**config.mk**
```make
export PLATFORM = sky130hd
export DESIGN_NAME = uart_rx_mmio
export DESIGN_NICKNAME = d
export VERILOG_FILES = /design/src/rtl/uart_rx_mmio.sv
export SDC_FILE = /design/constraint.sdc
export NUM_CORES = 1
export LEC_CHECK = 0
export BUFFER_PORTS_ARGS = -buffer_cell sky130_fd_sc_hd__buf_4
export CORE_ASPECT_RATIO = 2
export CORE_MARGIN = 2
export CORE_UTILIZATION = 50
export DETAILED_ROUTE_END_ITERATION = 10
export PLACE_DENSITY = 0.63
export SYNTH_ARGS = -nofsm -noshare
export SYNTH_HDL_FRONTEND = slang
export SYNTH_SLANG_ARGS = --single-unit
```
**constraint.sdc**
```tcl
create_clock -name sys_clk_i -period 5.33 [get_ports sys_clk_i]
set_input_delay 0.7995 -clock sys_clk_i [delete_from_list [all_inputs] [get_ports sys_clk_i]]
set_output_delay 0.7995 -clock sys_clk_i [all_outputs]
set_load 0.02 [all_outputs]
```
**src/rtl/uart_rx_mmio.sv**
```systemverilog
// uart_rx_mmio: 8N1 serial receiver with a small first-word-fall-through
// receive FIFO and sticky frame/overrun flags for CPU load access.
//
// state | meaning
// IDLE  | line idle, waiting for rxs to fall
// START | counting to mid start bit, rejecting glitches
// DATA  | sampling 8 data bits LSB first at bit centres
// STOP  | sampling stop bit; push byte or flag framing error
// BRK   | line held low after bad stop; wait for release
module uart_rx_mmio #(
    parameter int CLK_FREQ   = 100000000,
    parameter int BAUD       = 115200,
    parameter int FIFO_DEPTH = 8
) (
    input  logic                          sys_clk_i,
    input  logic                          sys_rst_i,
    input  logic                          uart_rx,
    input  logic                          rd_en,
    output logic [7:0]                    rd_data,
    output logic                          rx_valid,
    output logic [$clog2(FIFO_DEPTH):0]   rx_count,
    input  logic                          clr_err,
    output logic                          frame_err,
    output logic                          overrun
);

    localparam int CLKS_PER_BIT = CLK_FREQ / BAUD;
    localparam int CNT_W        = $clog2(CLKS_PER_BIT);
    localparam int PW           = $clog2(FIFO_DEPTH);
    localparam int CW           = PW + 1;

    localparam logic [CNT_W-1:0] BIT_LAST  = CNT_W'(CLKS_PER_BIT - 1);
    localparam logic [CNT_W-1:0] HALF_LAST = CNT_W'(CLKS_PER_BIT / 2 - 1);
    localparam logic [CW-1:0]    FULL_CNT  = CW'(FIFO_DEPTH);

    typedef enum logic [2:0] {
        IDLE,
        START,
        DATA,
        STOP,
        BRK
    } state_t;

    state_t           r_state;
    logic [CNT_W-1:0] r_cnt;
    logic [2:0]       r_idx;
    logic [7:0]       r_shift;
    logic             r_sync1;
    logic             r_rxs;

    logic [7:0]       r_mem [FIFO_DEPTH];
    logic [PW-1:0]    r_wptr;
    logic [PW-1:0]    r_rptr;
    logic [CW-1:0]    r_count;
    logic             r_frame_err;
    logic             r_overrun;

    logic w_stop_smp;
    logic w_push;
    logic w_ferr_set;
    logic w_full;
    logic w_pop;
    logic w_wr;
    logic w_ovr_set;

    // Stop-bit sample decides push versus framing error in the same edge.
    assign w_stop_smp = (r_state == STOP) && (r_cnt == BIT_LAST);
    assign w_push     = w_stop_smp && r_rxs;
    assign w_ferr_set = w_stop_smp && !r_rxs;
    assign w_full     = (r_count == FULL_CNT);
    assign w_pop      = rd_en && (r_count != '0);
    assign w_wr       = w_push && (!w_full || w_pop);
    assign w_ovr_set  = w_push && w_full && !w_pop;

    assign rd_data   = (r_count != '0) ? r_mem[r_rptr] : 8'h00;
    assign rx_valid  = (r_count != '0);
    assign rx_count  = r_count;
    assign frame_err = r_frame_err;
    assign overrun   = r_overrun;

    // Two-flop synchroniser for the asynchronous line input.
    always_ff @(posedge sys_clk_i) begin
        if (sys_rst_i) begin
            r_sync1 <= 1'b1;
            r_rxs   <= 1'b1;
        end else begin
            r_sync1 <= uart_rx;
            r_rxs   <= r_sync1;
        end
    end

    // Receive FSM: bit timing, sampling and shift register.
    always_ff @(posedge sys_clk_i) begin
        if (sys_rst_i) begin
            r_state <= IDLE;
            r_cnt   <= '0;
            r_idx   <= '0;
            r_shift <= '0;
        end else begin
            case (r_state)
                IDLE: begin
                    r_cnt <= '0;
                    if (!r_rxs) r_state <= START;
                end
                START: begin
                    if (r_cnt == HALF_LAST) begin
                        r_cnt <= '0;
                        r_idx <= '0;
                        r_state <= r_rxs ? IDLE : DATA;
                    end else begin
                        r_cnt <= r_cnt + 1'b1;
                    end
                end
                DATA: begin
                    if (r_cnt == BIT_LAST) begin
                        r_cnt          <= '0;
                        r_shift[r_idx] <= r_rxs;
                        if (r_idx == 3'd7) r_state <= STOP;
                        else               r_idx   <= r_idx + 1'b1;
                    end else begin
                        r_cnt <= r_cnt + 1'b1;
                    end
                end
                STOP: begin
                    if (r_cnt == BIT_LAST) begin
                        r_cnt   <= '0;
                        r_state <= r_rxs ? IDLE : BRK;
                    end else begin
                        r_cnt <= r_cnt + 1'b1;
                    end
                end
                BRK: begin
                    r_cnt <= '0;
                    if (r_rxs) r_state <= IDLE;
                end
                default: r_state <= IDLE;
            endcase
        end
    end

    // FIFO storage; contents need no reset since the count gates visibility.
    always_ff @(posedge sys_clk_i) begin
        if (w_wr) r_mem[r_wptr] <= r_shift;
    end

    // FIFO pointers and occupancy count.
    always_ff @(posedge sys_clk_i) begin
        if (sys_rst_i) begin
            r_wptr  <= '0;
            r_rptr  <= '0;
            r_count <= '0;
        end else begin
            if (w_wr)  r_wptr <= r_wptr + 1'b1;
            if (w_pop) r_rptr <= r_rptr + 1'b1;
            r_count <= r_count + CW'(w_wr) - CW'(w_pop);
        end
    end

    // Sticky error flags; a set event outranks a same-cycle clear.
    always_ff @(posedge sys_clk_i) begin
        if (sys_rst_i) begin
            r_frame_err <= 1'b0;
            r_overrun   <= 1'b0;
        end else begin
            if (w_ferr_set)   r_frame_err <= 1'b1;
            else if (clr_err) r_frame_err <= 1'b0;
            if (w_ovr_set)    r_overrun   <= 1'b1;
            else if (clr_err) r_overrun   <= 1'b0;
        end
    end

endmodule

```
==> results.md, run 1 <==
* Seq pwr share at 0.458
* DR DRC count at 0
* Initial antenna violation count at 0
* Clk sink count at roughly 110
* Required time worst endpoint at 4.53 ns
* Post-Syn Area at ~4600 um^2
* Critical path's slowest cell: dfxtp_1
* TNS Setup at 0 ns
* CTS Buffer Depth at 2
* Outcome: finished clean
* Die Y at 140 um
* Net Count, Synth at 369
* CTS tree: done
* Layout cells sized above 1 at 0.194
* Area Growth Syn to Fin at 10.7%
* Initial core utilization at 0.515
* I/O pins at 20
* R2R cell count at 5
* Skew final at between 0.006 and 0.007 ns
* Crit path to: rd_data[4]
* Ys async rst share at 0
* Postcts setup bufs at 0
* Minimum clock period at between 3 and 4 ns
* First-pass GRT wire length at roughly 14000 um
* Gpl congestion at 0.822
* Number of flops mapped to enable cells by yosys at 64
* Tcrit/Tclk final at 0.591
* Largest net degree at the start of global routing at 33
* CTS root buf: clkbuf_16
* Core area at just under 9000 um^2
* Fin. Hold Viols at 0
* Switching share of total power at 0.275
* Clock Power Share at 0.316
* # Max-Cap Violations at 0
* Critical path class: register to output port
* Standard-cell rows at 49
* Detail Route Antenna Nets at 0
* Nature of the critical path startpoint: register
* Via Count at around 2800
* Die Area at approximately 10000 um^2
* Maximum vdd ir drop at about 0.31 mV
* Synth unique cells at 57
* Seq cells post-synth at 105
* Post-layout nets at between 300 and 400
* CP endpoint kind: output port
* WL per Instance at around 18 um
* Leading area contributor after synthesis: edfxtp_1
* Logic gate share of total power at 0.226
* End of the worst register-to-register path: r_mem[5][2]
* Fmax at 318 MHz
* Min-delay src: r_sync1
* Clock Latency Late Sink at 0.34 ns
* Rel. slew slack at 0.288
* Yosys warns at 0
* Top cells by count, synth: edfxtp_1 (64), dfxtp_1 (41), nor2_1 (37), a21oi_1 (19)
* Leakage at between 1.5 and 2 nW
* Switch Pwr at ~0.56 mW
* Global route total overflow at 0
* Number of global-route vias before repair at approximately 2800
* Global-route usage over all layers at 0.183
* Cells after synthesis at 352
* Setup Viol. Count Final at 0
* Max Slew Vio Count at 0
* Final wirelength at just under 9000 um
* HP Class: register to register
* First DRT Iteration DRCs at around 130
* Internal Power at between 1 and 1.5 mW
* Most frequent cell after synthesis: edfxtp_1
* Setup repair after global routing missed its margin: no
* Pre-antenna DRT Iters at 4
* Die extent in x at 71.9 um
* Pwr Density at 402 nW/um^2
* Core Util, Final at 0.570
* CP max FO at 16
* Worst path max stage delay at just over 1 ns
* Post-synthesis sequential area ratio at 0.595
* Mean number of vias per cell at around 5.9
* I/O Buffers at 19
* Post-synth top area share at 0.417
* Syn Area/Cell at about 13 um^2
* Ant. Diodes at 0
* Worst reg2reg startpoint: r_cnt[0]
* Main synth FF type: edfxtp_1
* Hpwl dp at 6190 um
* Synth area leaders: edfxtp_1 (42%), dfxtp_1 (18%), mux4_2 (7.8%)
* Data arrival, critical path at 2.35 ns
* Hold Buf Count CTS at 0
* Tightest Pin Transition at 1.07 ns
* PostCTS Resize Cnt at 0
* H-Tree Depth at 3
* Clk pin slew, worst setup/hold paths at about 0.060 ns
* Total CTS buffers at 9
* Crit-path cells: mux4_2, mux2i_1, nor2_1, buf_4
* Flop-to-flop setup slack at 2.62 ns
-- metrics by stage --
stage | cell area (um^2) | setup slack [ns] | hold slack (ns) | cells | total power [mW]
after floorplan | 4610 | 2.84 | 0.389 | 352 | 1.29
final | 5100 | 2.18 | 0.422 | 474 | 2.05
after CTS | 5100 | 2.05 | 0.427 | 474 | 2.09
after global routing | 5100 | 1.93 | 0.450 | 474 | 2.15
after global placement | 4810 | 2.47 | 0.401 | 458 | 1.42
after detailed placement | 4810 | 2.44 | 0.407 | 458 | 1.43
-- cells by family after synthesis --
| kind of cell | after synthesis | synth area share |
|---|---|---|
| simple gates | 132 | 0.169 |
| flops | 105 | 0.595 |
| compound gates | 39 | 0.0494 |
| buf+inv | 26 | 0.0291 |
| mux | 26 | 0.100 |
| xor+xnor | 12 | 0.0228 |
| fa+ha+maj | 12 | 0.0342 |
-- sequential cells by signal (all words and copies together) (netlist names), named ones only --
register / count
r_idx: 3
r_rptr: 3
r_mem: 64
r_rxs: 1
r_sync1: 1
r_cnt: 10
rx_count: 4
r_shift: 8
overrun: 1
r_state: 3
r_wptr: 3
frame_err: 1
-- worst min-delay path by stage --
stage	to	slack, ns	cells after the start
6_report	r_rxs	0.42	1
5_1_grt	r_rxs	0.45	1
4_1_cts	r_rxs	0.43	1
3_5_place_dp	r_rxs	0.41	1
3_3_place_gp	r_rxs	0.40	1
2_1_floorplan	r_rxs	0.39	1
-- final cells by class --
class                   count  area [um^2]
multi-input cells         221         1740
clock inverters             4         51.3
flip-flops and latches    105         2740
inverters                   8         30.0
clock buffers              12          243
repair buffers             22          165
well taps                 102          128
fillers                   740         3850
-- placed cells by master, fill, tap and decap left out, types with 2 or more instances in the layout --
cell	count
inv_1	8
a21oi_1	19
nor3_1	3
ha_1	11
and2_1	4
o31ai_1	2
nand2_1	10
nor4_1	3
o21ai_0	10
xor2_1	10
or4_1	2
buf_4	22
nor3_2	2
nor4b_1	2
and4_1	2
nand4b_1	4
and3_1	2
nand3_1	16
dfxtp_1	41
nor2b_1	5
nand2b_1	5
nand4_1	15
mux4_2	16
clkbuf_16	9
xnor2_1	2
edfxtp_1	64
nor2_1	37
mux2i_1	9
nor4bb_1	2
or2_2	4
or3b_4	2
clkbuf_2	2
-- critical path, delay by kind of cell, from the launching register on --
kind / cells / cell delay (ns)
muxes: 2 / 0.76
DFF: 1 / 1.02
buffers and inverters: 1 / 0.17
and+or+nand+nor: 1 / 0.05
-- per-layer routing --
layer / GRT usage / wire length (um)
met1: 0.190 / 3420
met2: 0.333 / 4920
met3: 0.0420 / 214
met4: 0.0943 / 198
met5: 0 / 0
-- power groups by stage --
stage          Combinational (mW)  Clock (mW)  Sequential, mW
2_1_floorplan               0.358           0           0.927
3_3_place_gp                0.461           0           0.961
3_5_place_dp                0.470           0           0.962
4_1_cts                     0.473       0.671           0.945
5_1_grt                     0.503       0.693           0.952
6_report                    0.464       0.648           0.940
Power figures use the tool's default switching activity.
==> inputs of run 2 (changes only) <==
--- a/config.mk
+++ b/config.mk
@@ -5,12 +5,13 @@
 export SDC_FILE = /design/constraint.sdc
 export NUM_CORES = 1
 export LEC_CHECK = 0
+export ABC_AREA = 1
 export BUFFER_PORTS_ARGS = -buffer_cell sky130_fd_sc_hd__buf_4
 export CORE_ASPECT_RATIO = 2
 export CORE_MARGIN = 2
 export CORE_UTILIZATION = 50
 export DETAILED_ROUTE_END_ITERATION = 10
-export PLACE_DENSITY = 0.63
+export PLACE_DENSITY = 0.65
 export SYNTH_ARGS = -nofsm -noshare
 export SYNTH_HDL_FRONTEND = slang
 export SYNTH_SLANG_ARGS = --single-unit
==> constraint.sdc (replaced) <==
create_clock -name sys_clk_i -period 2.8 [get_ports sys_clk_i]
set_input_delay 0.42 -clock sys_clk_i [delete_from_list [all_inputs] [get_ports sys_clk_i]]
set_output_delay 0.42 -clock sys_clk_i [all_outputs]
set_load 0.02 [all_outputs]
==> run 2 against run 1 <==
Against the previous run:
- wire length is 3.8% higher
- total power is 120% higher
- highest routed layer unchanged
- critical path type unchanged
- hold slack worse by 0.17 ns
- via count is 21% higher
- critical endpoint is now rd_data[5]
==> results.md, run 2 <==
* Post-synth top area share at 0.411 (-0.00581)
* Global-route usage over all layers at 0.197 (+0.0139)
* Layout cells sized above 1 at 0.137 (-0.0568)
* CTS tree: done
* Commonest non-fill, non-tap cell in the layout: nor2_1
* Most frequent cell after synthesis: nor2_1
* Net Count, Synth at 516 (+40%)
* R2R cell count at 11 (+6)
* Min-delay src: uart_rx
* Switching share of total power at 0.359 (+0.0842)
* Number of flip-flops in the largest register at 64 (unchanged)
* Cells after synthesis at 499 (+42%)
* Tightest Pin Transition at 0.556 ns (-0.510 ns)
* Leading area contributor after synthesis: edfxtp_1
* Register Area at 2740 um^2 (unchanged)
* First-pass GRT wire length at 15300 um (+12%)
* CTS Buffer Depth at 2 (unchanged)
* HP Class: primary input to register
* Clock Latency Late Sink at 0.35 ns (about the same)
* Mean number of vias per cell at 5.27 (-10%)
* Rel. slew slack at 0.629 (+0.341)
* Biggest register: r_mem
* Ant. Diodes at 0 (unchanged)
* Logic gate share of total power at 0.321 (+0.095)
* Yosys warns at 0 (unchanged)
* Initial antenna violation count at 0 (unchanged)
* Core area at 9200 um^2 (+2.7%)
* WHS Endpoint: r_sync1
* Die Area at 10200 um^2 (+1.3%)
* Clk pin slew, worst setup/hold paths at 0.07 ns (about the same)
* Standard-cell rows at 50 (+2.0%)
* Switch Pwr at 1.59 mW (+180%)
* Tcrit/Tclk final at 0.858
* Hpwl dp at 6160 um (-0.49%)
* Data arrival, critical path at 1.98 ns (-0.37 ns)
* Syn Area/Cell at 9.37 um^2 (-28%)
* Fillers at 815 (+10%)
* Met2 Routed Length at 4440 um (-9.7%)
* End of the worst register-to-register path: rx_count[2]
* Detail Route Antenna Nets at 0 (unchanged)
* First DRT Iteration DRCs at 176 (+31%)
* Pre-antenna DRT Iters at 4 (unchanged)
* Leakage at 2.23 nW (+30%)
* Maximum vdd ir drop at 0.463 mV (+49%)
* Synth area leaders: edfxtp_1 (41%), dfxtp_1 (18%), nor2_1 (9.5%)
* Ys async rst share at 0 (unchanged)
* Main synth FF type: edfxtp_1
* I/O pins at 20 (unchanged)
* Minimum clock period at between 2 and 2.5 ns
* Global route total overflow at 0 (unchanged)
* Total power draw at 4.43 mW (+120%)
* TNS Setup at 0 ns (unchanged)
* Largest regs: r_mem (64), r_cnt (10), r_shift (8)
* Setup repair after global routing missed its margin: no
* Worst reg2reg startpoint: rx_count[2]
* Nature of the critical path startpoint: register
* CP max FO at 17 (+1)
* PostCTS Resize Cnt at 0 (unchanged)
* DR DRC count at 0 (unchanged)
* Number of global-route vias before repair at 3236 (+16%)
* Max Slew Vio Count at 0 (unchanged)
* Met3 wire len at 396 um (+85%)
* WHS Path Cells at 2 (+1)
* Area Growth Syn to Fin at 12.9%
* Gpl congestion at 0.859 (+4.5%)
* Die Y at 141 um (+0.68%)
* Synth unique cells at 29 (-49%)
* Hold Buf Count CTS at 0 (unchanged)
* Most frequent cells in the layout: nor2_1 (118), edfxtp_1 (64), nand2_1 (54)
* Pwr Density at 839 nW/um^2 (+110%)
* Top cells by count, synth: nor2_1 (118), edfxtp_1 (64), nand2_1 (54), o21ai_0 (51), inv_1 (50)
* Seq cells post-synth at 105 (unchanged)
* Postcts setup bufs at 0 (unchanged)
* CTS root buf: clkbuf_16
* Number of flops mapped to enable cells by yosys at 64 (unchanged)
* Flop-to-flop setup slack at 0.48 ns (-2.14 ns)
* # Max-Cap Violations at 0 (unchanged)
* Critical path class: register to output port
* Setup Viol. Count Final at 0 (unchanged)
* Area of the multi-input gates at 1680 um^2 (-3.6%)
* Clk sink count at 105 (unchanged)
* Outcome: finished clean
* WL per Instance at 14.2 um (-23%)
* Total CTS buffers at 9 (unchanged)
* Post-Syn Area at 4670 um^2 (+1.4%)
* I/O Buffers at 19 (unchanged)
* Post-synthesis sequential area ratio at 0.587 (-0.00829)
* Top sig layer: met4
* Clock Power Share at 0.270 (-0.046)
* Die extent in x at 72.4 um (+0.66%)
* CP endpoint kind: output port
* Final wirelength at 9080 um (+3.8%)
* Internal Power at 2.84 mW (+91%)
* Required time worst endpoint at 2.38 ns (-2.15 ns)
* Skew final at 0.00633 ns (-0.000160 ns)
* Via Count at 3365 (+21%)
* Fmax at ~420 MHz
* H-Tree Depth at 3 (unchanged)
* Largest net degree at the start of global routing at 33 (unchanged)
* Fin. Hold Viols at 0 (unchanged)
* Routed length on met1 at 4000 um (+17%)
* Initial core utilization at 0.508 (-0.00665)
* Post-layout nets at 546 (+42%)
* Seq pwr share at 0.409 (-0.049)
-- run 2: cells by family after synthesis --
group / after synthesis / synth area share
DFF: 105 / 0.587
xor gates and xnor gates: 5 / 0.00937
AOI/OAI and AO/OA: 88 / 0.105
adders and majority gates: 12 / 0.0337
buffers and inverters: 66 / 0.0538
and+or+nand+nor: 223 / 0.211
-- run 2: power by group through the flow --
| stage | Combinational, mW | Clock, mW | Sequential, mW |
|---|---|---|---|
| after CTS | 1.44 | 1.22 | 1.81 |
| after global routing | 1.62 | 1.27 | 1.83 |
| after global placement | 1.43 | 0 | 1.84 |
| final | 1.42 | 1.20 | 1.81 |
| after detailed placement | 1.44 | 0 | 1.85 |
| after floorplan | 1.02 | 0 | 1.86 |
-- run 2: worst max path at each step --
stage	start	endpoint	slack, ns	cells past startpoint
3_5_place_dp	rx_count[2]	rx_count[2]	0.46	11
4_1_cts	register	rd_data[5]	0.33	7
5_1_grt	register	rd_data[7]	0.20	7
6_report	register	rd_data[5]	0.40	7
2_1_floorplan	rx_count[2]	rx_count[2]	0.47	11
3_3_place_gp	rx_count[2]	rx_count[2]	0.56	11
-- run 2: per-layer routing --
metal	global-route usage	vias up
met3	0.0243	16
met4	0.101	0
met5	0	-
li1	-	1733
met1	0.256	1537
met2	0.319	79
-- run 2: metrics by stage --
stage                     worst slack [ns]  hold slack, ns  instance area, um^2  instances   util
after floorplan                      0.472           0.389                 4670        499      -
after global placement               0.559           0.392                 4990        622  0.543
after detailed placement             0.458           0.397                 4990        622  0.543
after CTS                            0.329           0.244                 5280        638  0.574
after global routing                 0.198           0.250                 5280        638  0.574
final                                0.397           0.252                 5280        638  0.574
-- run 2: area by class of cell --
class / count / share of cell area
multi-input combinational: 328 / 0.318
clock buffer: 9 / 0.0427
clock inverter: 7 / 0.0116
tap: 104 / 0.0247
inverter: 53 / 0.0377
timing repair buffer: 32 / 0.0455
sequential: 105 / 0.520
-- run 2: critical path, cell delays in order (launching register included) --
cell and delay [ns]:
dfxtp_1 0.31, inv_1 0.40, buf_4 0.29, nor2_1 0.06
o32ai_1 0.23, nor2_1 0.09, nor2_1 0.11, buf_4 0.14
